===== src/rtl/pipe_ctrl.sv =====
// pipe_ctrl: pipeline stall/flush controller with exception redirect sequencing
// and a saturating stall-cycle counter.
module pipe_ctrl #(
    parameter int CNT_W = 32
) (
    input  logic             clk,
    input  logic             rst,
    input  logic             if_stallreq,
    input  logic             id_stallreq,
    input  logic             ex_stallreq,
    input  logic             mem_stallreq,
    input  logic             exc_flag,
    input  logic [31:0]      exc_target,
    input  logic             ibus_busy,
    input  logic             cnt_clr,
    output logic [4:0]       stall,
    output logic [4:0]       flush,
    output logic             redirect,
    output logic [31:0]      flush_pc,
    output logic             busy,
    output logic [CNT_W-1:0] stall_cnt
);
    typedef enum logic [1:0] {RUN, EXC_WAIT, REDIRECT} state_t;
    state_t state, state_nx;
    logic [2:0] k;
    logic draining;
    always_comb begin
        k = mem_stallreq ? 3'd4 : ex_stallreq ? 3'd3 : id_stallreq ? 3'd2 : if_stallreq ? 3'd1 : 3'd0;
        draining = (state == EXC_WAIT) || (state == RUN && exc_flag);
        // Highest requester k freezes everything upstream and bubbles itself.
        stall = rst ? 5'b0 : (state == REDIRECT) ? 5'b0 : draining ? 5'b00001 : 5'((6'd1 << k) - 6'd1);
        flush = rst ? 5'b0 : (state == REDIRECT || draining) ? 5'b11110 : (k == 3'd0) ? 5'b0 : 5'(6'd1 << k);
        state_nx = (state == REDIRECT) ? RUN :
                   (state == EXC_WAIT) ? (ibus_busy ? EXC_WAIT : REDIRECT) :
                   exc_flag ? (ibus_busy ? EXC_WAIT : REDIRECT) : RUN;
    end
    always_ff @(posedge clk or posedge rst) begin
        if (rst) begin
            state     <= RUN;
            flush_pc  <= 32'h0;
            redirect  <= 1'b0;
            busy      <= 1'b0;
            stall_cnt <= '0;
        end else begin
            state    <= state_nx;
            redirect <= (state_nx == REDIRECT);
            busy     <= (state_nx != RUN);
            if (state == RUN && exc_flag)
                flush_pc <= exc_target;
            if (cnt_clr)
                stall_cnt <= '0;
            else if (state == RUN && stall[0] && !(&stall_cnt))
                stall_cnt <= stall_cnt + 1'b1;
        end
    end
endmodule


===== config.mk =====
export PLATFORM = sky130hd
export DESIGN_NAME = pipe_ctrl
export DESIGN_NICKNAME = d
export VERILOG_FILES = /design/src/rtl/pipe_ctrl.sv
export SDC_FILE = /design/constraint.sdc
export NUM_CORES = 1
export LEC_CHECK = 0
export ABC_AREA = 1
export CAP_MARGIN = 40
export CORE_UTILIZATION = 44
export CTS_BUF_LIST = sky130_fd_sc_hd__clkbuf_8
export DETAILED_ROUTE_END_ITERATION = 10
export PLACE_DENSITY = 0.76
export SYNTH_ARGS = -nofsm -noshare
export SYNTH_HDL_FRONTEND = slang
export SYNTH_SLANG_ARGS = --single-unit

===== constraint.sdc =====
create_clock -name clk -period 2.05 [get_ports clk]
set_input_delay 0.205 -clock clk [delete_from_list [all_inputs] [get_ports clk]]
set_output_delay 0.205 -clock clk [all_outputs]
set_load 0.1 [all_outputs]

==> flow_summary.yaml, run 1 <==
floorplan:
  start_util: 0.453
  rows: 33
  coreArea_mm2: 0.00818
  io_pins: 117
  dieArea_mm2: 0.00880
  die_h_um: 93.8
  die_w_um: 93.8
critical_path:
  max_stage_delay_ns: 0.45
  path_cells: "clkdlybuf4s50_1 > inv_2 > nand2_1 > nor2_2 > inv_1 > ha_1 > inv_1 > nor2_2 > buf_12"
  timing.rr.start: "stall_cnt[0]"
  path_max_fanout: 3
  critical_path_class: "in2out"
  required_ns: 1.85
  end_kind: "output pin"
  reg2reg_depth: 9
  cp_slowest_cell: "clkdlybuf4s50_1"
  r2r-end: "stall_cnt[8]"
  start_kind: "input port"
  crit_family: "buffers and inverters"
  critPathArrivalTime_ns: 1.73
  cp_num_buf_inv: 5
  r2r_setup_slack_ns: 0.21
run:
  drv_cap: 0
pwr:
  p_clk_frac: 0.244
  power.leakage_nw: 2.41
  ir_drop_mv: 0.863
  power_frac_seq: 0.346
  swShare: 0.448
  power_per_cell_area_mw_per_mm2: 873
  power_frac_comb: 0.410
  power.switching_mw: 2.02
  p_int_mw: 2.49
global_route:
  grt_max_degree: 69
  grt_antenna_before_repair: 0
  gr-usage-all-layers: 0.233
  overflow: 0
  grt_pass1_vias: 3453
  grt_pass1_wl_um: 15900
timing:
  final_hold_viol_count: 0
  skew_ns: 0.00821
  fin_crit_sh: 0.942
  setup_violations: 0
  rsz0062_at_grt: "no"
  drv_slew: 0
  fin_crit_ns: 1.93
  fmax_mhz: 518
  fin_tns_setup_ns: 0
yosys:
  syn_avg_cell_area_um2: 7.87
  synth_top_family_by_area: "simple AND/OR/NAND/NOR gates"
  synth_compound_area_frac: 0.0138
  synthMuxAreaShare: 0.0972
  yosysWarnings: 0
  synth-seq-cells: 68
  syn_area_mm2: 0.00371
  synth_xor_area_frac: 0.0283
  syn_inst: 471
  synthSimpleGateAreaFrac: 0.329
  synth_cell_type_count: 24
  yosys.area_share.adder: 0.00675
  ys_seq_area_frac: 0.459
routing:
  ant_nets: 0
  first_iter_violations: 152
  via_count: 3431
  wl_per_cell_um: 13.3
  routed_wl_um: 9360
  vias_per_cell: 4.89
  first_pass_iters: 4
  drc: 0
layout:
  mostFrequentLayoutCell: "nand2_1"
  syn_to_final_growth_pct: 39.2
  insertedDiodeCount: 0
  nets: 635
  layout_common_cells: "nand2_1, buf_4, nor2_1, clkdlybuf4s50_1"
  final_cells: 702
  fillers: 724
  layout-drive-gt1-share: 0.291
cts:
  root_buffer: "clkbuf_8"
  cts_buffers: 9
  clk_latency_ns: 0.34
  ctsLongestPathBuffers: 2
  htree_levels: 3
  cts_tree: "built"
  clk_pin_slew_ns: 0.08
  cts_sinks: 68
place:
  port_buffers: 114
  placed_cells: 686
  place_congestion: 0.954
  dp_hpwl_um: 7230
status:
  status: "complete, no violations"
min_path:
  hp-class: "in2async"
[cells by family (layout without fill, tap and decap cells)]
group	Yosys count	count (layout)
flip-flops	68	68
other	1	2
multiplexers	32	32
AND/OR/NAND/NOR	295	295
XOR/XNOR	12	12
adder cells (fa/ha/maj)	2	2
buffers and inverters	53	178
AO/OA/AOI/OAI	8	8
[power groups by stage]
stage               clock network (mW)  logic (mW)  registers [mW]
finish                            1.10        1.84            1.56
global route                      1.18        1.91            1.58
CTS                               1.13        1.86            1.56
detailed placement                   0        1.86            1.58
global placement                     0        1.84            1.57
floorplan                            0       0.394            2.58
[per-stage QoR]
stage          setup WS [ns]  instance area [µm²]  power (mW)  utilization  hold WS [ns]
2_1_floorplan        0.00749                 3770        2.97            -         0.271
3_3_place_gp           0.157                 4960        3.41        0.607         0.489
3_5_place_dp          0.0837                 4960        3.44        0.607         0.496
4_1_cts               0.0689                 5160        4.55        0.631         0.424
5_1_grt               0.0171                 5160        4.67        0.631         0.453
6_report               0.119                 5160        4.50        0.631         0.421
[worst register-to-register path, cell delays in order, from the launching register on]
cell,delay (ns)
dfrtp_4,0.53
ha_1,0.23
nand2_1,0.13
nor2_4,0.07
nand2_2,0.11
nor2_4,0.06
a21oi_4,0.25
buf_4,0.24
nand4_1,0.09
nand2_1,0.08
[worst max-delay path by stage]
stage                     cells after the start         start            to
after floorplan                               9      state[1]  stall_cnt[3]
after global placement                        9  mem_stallreq      stall[1]
after detailed placement                      9  mem_stallreq      stall[1]
after CTS                                     9  mem_stallreq      stall[1]
after global routing                          9  mem_stallreq      stall[1]
final                                         9  mem_stallreq      stall[1]
[cells in the mapped netlist (all sizes together)]
library cell | n | area [µm²]
xnor2 | 5 | 43.8
conb | 1 | 3.75
buf | 13 | 88.8
a21oi | 3 | 26.3
inv | 40 | 150
or2 | 2 | 12.5
xor2 | 7 | 61.3
nor3 | 1 | 5.00
nand3 | 25 | 125
nor2 | 76 | 317
nand2 | 174 | 656
mux2 | 32 | 360
ha | 2 | 25.0
o21ai | 5 | 25.0
nand4 | 17 | 106
dfrtp | 68 | 1700
[timing repair]
item / CTS / global route
hold buffers: 0 / 0
setup endpoints to repair: 0 / 3
buffers inserted: 0 / 0
resized for setup: 0 / 3
endpoints found under the hold margin: 0 / 0
[flip-flops by register name, indices dropped and copies added (netlist names)]
signal / cells
busy: 1
state: 2
stall_cnt: 32
redirect: 1
flush_pc: 32
[cell type report]
| class | instances | area (µm²) | area share |
|---|---|---|---|
| timing repair buffer | 122 | 1150 | 0.224 |
| inverter | 40 | 154 | 0.0298 |
| clock inverter | 7 | 68.8 | 0.0133 |
| sequential | 68 | 1740 | 0.338 |
| multi-input combinational | 351 | 1780 | 0.346 |
| clock buffer | 9 | 124 | 0.0240 |
| tap | 105 | 131 | 0.0255 |
[layer usage]
metal	wire length [µm]	up-vias	track usage
met4	159	0	0.0859
met2	4570	110	0.395
met5	0	-	0
met3	699	13	0.0672
li1	-	1721	-
met1	3940	1587	0.279
Power figures use the tool's default switching activity.
==> run 2, diff against run 1 <==
--- a/config.mk
+++ b/config.mk
@@ -14,3 +14,4 @@
 export SYNTH_ARGS = -nofsm -noshare
 export SYNTH_HDL_FRONTEND = slang
 export SYNTH_SLANG_ARGS = --single-unit
+export TNS_END_PERCENT = 10
==> run 2 against run 1 <==
  * Global-route usage up 0.57 points
  * Maximum frequency shrank 1.2%
  * First-iteration DRC count shrank 3.3%
  * Via count grew 0.79%
  * Clock skew fell by 0.0028 ns
  * Register-to-register slack worse by 0.03 ns
  * Combinational power hardly changed
  * Clock-buffer cell count up 1
  * Critical path depth unchanged
  * Core utilization shrank 0.077 points
  * Design area down 0.12%
  * Total power up 3.4%
==> flow_summary.yaml, run 2 (synthesis results as in run 1) <==
layout:
  final_cells: 703
  insertedDiodeCount: 0
  layout-drive-gt1-share: 0.236
  final_cell_area_mm2: 0.00515
  fillers: 720
  layout_common_cells: "nand2_1, nor2_1, buf_4, dfrtp_1, clkdlybuf4s50_1"
  reg.largest.list: "flush_pc: 32 flops, stall_cnt: 32 flops, state: 2 flops"
  syn_to_final_growth_pct: 39.0
  mostFrequentLayoutCell: "nand2_1"
  nets: 636
  finish.utilization: 0.630
cts:
  cts_sinks: 68
  cts_tree: "built"
  post_cts_resized: 0
  cts_buffers: 9
  ctsLongestPathBuffers: 2
  clk_latency_ns: 0.34
  root_buffer: "clkbuf_8"
  clk_pin_slew_ns: 0.07
  holdBufCountCts: 0
  htree_levels: 3
  post_cts.repair.setup_buffers: 0
timing:
  tightestPinTransition_ns: 0.501
  fin_crit_ns: 1.95
  setup_slack_ns: 0.0953
  setup_violations: 0
  max_slew_margin: 0.665
  skew_ns: 0.00545
  final_hold_viol_count: 0
  fin_crit_sh: 0.954
  drv_slew: 0
  rsz0062_at_grt: "no"
  fmax_mhz: 512
pwr:
  power_frac_seq: 0.334
  power.leakage_nw: 2.48
  p_int_mw: 2.65
  power_frac_comb: 0.397
  power.switching_mw: 2.01
  ir_drop_mv: 0.889
  p_clk_frac: 0.269
  power_per_cell_area_mw_per_mm2: 903
  swShare: 0.431
critical_path:
  critPathArrivalTime_ns: 1.75
  start_kind: "input port"
  cp_num_buf_inv: 5
  required_ns: 1.85
  end_kind: "output pin"
  crit_family: "buffers and inverters"
  cp_slowest_cell: "clkdlybuf4s50_1"
  max_stage_delay_ns: 0.46
  crit_path_frequent_cell: "inv_1"
  crit_cells: 9
  path_cells: "clkdlybuf4s50_1 > inv_1 > nand2_1 > nor2_1 > inv_1 > ha_1 > inv_1 > nor2_2 > buf_12"
  critical_path_class: "in2out"
  reg2reg_depth: 10
  path_max_fanout: 3
run:
  drv_cap: 0
global_route:
  grt_max_degree: 53
  grt_pass1_wl_um: 16200
  grt_antenna_before_repair: 0
  grt_pass1_vias: 3484
  overflow: 0
  gr-usage-all-layers: 0.239
routing:
  wl_per_cell_um: 13.5
  routed_wl_um: 9470
  drc: 0
  first_pass_iters: 6
  ant_nets: 0
  via_count: 3458
  vias_per_cell: 4.92
  first_iter_violations: 147
place:
  preCtsSetupSlack_ns: 0.0327
  placed_cells: 687
  dpl_cell_area_mm2: 0.00493
  port_buffers: 114
  dp_hpwl_um: 7190
  place_congestion: 0.902
floorplan:
  start_util: 0.453
  io_pins: 117
  die_w_um: 93.8
  dieArea_mm2: 0.00880
  rows: 33
  die_h_um: 93.8
  coreArea_mm2: 0.00818
status:
  status: "complete, no violations"
min_path:
  hp-class: "in2async"
[run 2: worst reg2reg max path, stage by stage (launching register included)]
cell     delay, ns
dfrtp_1       0.44
ha_1          0.23
nand2_1       0.12
nor2_4        0.17
nand2_2       0.11
nor2_4        0.17
nand2_1       0.07
nand3_1       0.10
nand2_1       0.17
nand2_1       0.12
nand2_1       0.06
[run 2: final cells by class]
class	count	area (µm²)	area share
clock buffer	10	138	0.0267
tap	105	131	0.0255
inverter	40	154	0.0299
clock inverter	6	87.6	0.0170
multi-input combinational	351	1770	0.344
sequential	68	1700	0.330
timing repair buffer	123	1170	0.227
[run 2: final timing paths]
check                        startpoint       endpoint  slack, ns
setup / recovery           mem_stallreq       stall[1]        0.1
hold / removal                      rst   flush_pc[18]       0.35
setup reg to reg           stall_cnt[1]  stall_cnt[10]       0.18
hold reg to reg             flush_pc[1]    flush_pc[1]       0.51
max in group asynchronous           rst    flush_pc[6]       1.17
min in group clk              ibus_busy       state[0]       0.43
[run 2: metrics by stage]
step | power, mW | TNS [ns] | hold WS, ns
final | 4.66 | 0 | 0.347
after global routing | 4.83 | 0 | 0.379
after global placement | 3.40 | 0 | 0.490
after floorplan | 2.96 | -14.68 | 0.271
after detailed placement | 3.44 | 0 | 0.495
after CTS | 4.70 | 0 | 0.343
[run 2: metal layers]
metal  global-route usage  up-vias  share of wire
li1                     -     1723              -
met1                0.291     1593           0.42
met2                0.391      126           0.47
met3               0.0704       16          0.079
met4                0.105        0          0.025
met5                    0        -              0
[run 2: power by group through the flow]
stage | logic, mW | clock network (mW) | registers (mW)
6_report | 1.85 | 1.25 | 1.56
5_1_grt | 1.91 | 1.35 | 1.57
4_1_cts | 1.86 | 1.29 | 1.56
3_5_place_dp | 1.86 | 0 | 1.58
3_3_place_gp | 1.84 | 0 | 1.57
2_1_floorplan | 0.391 | 0 | 2.57
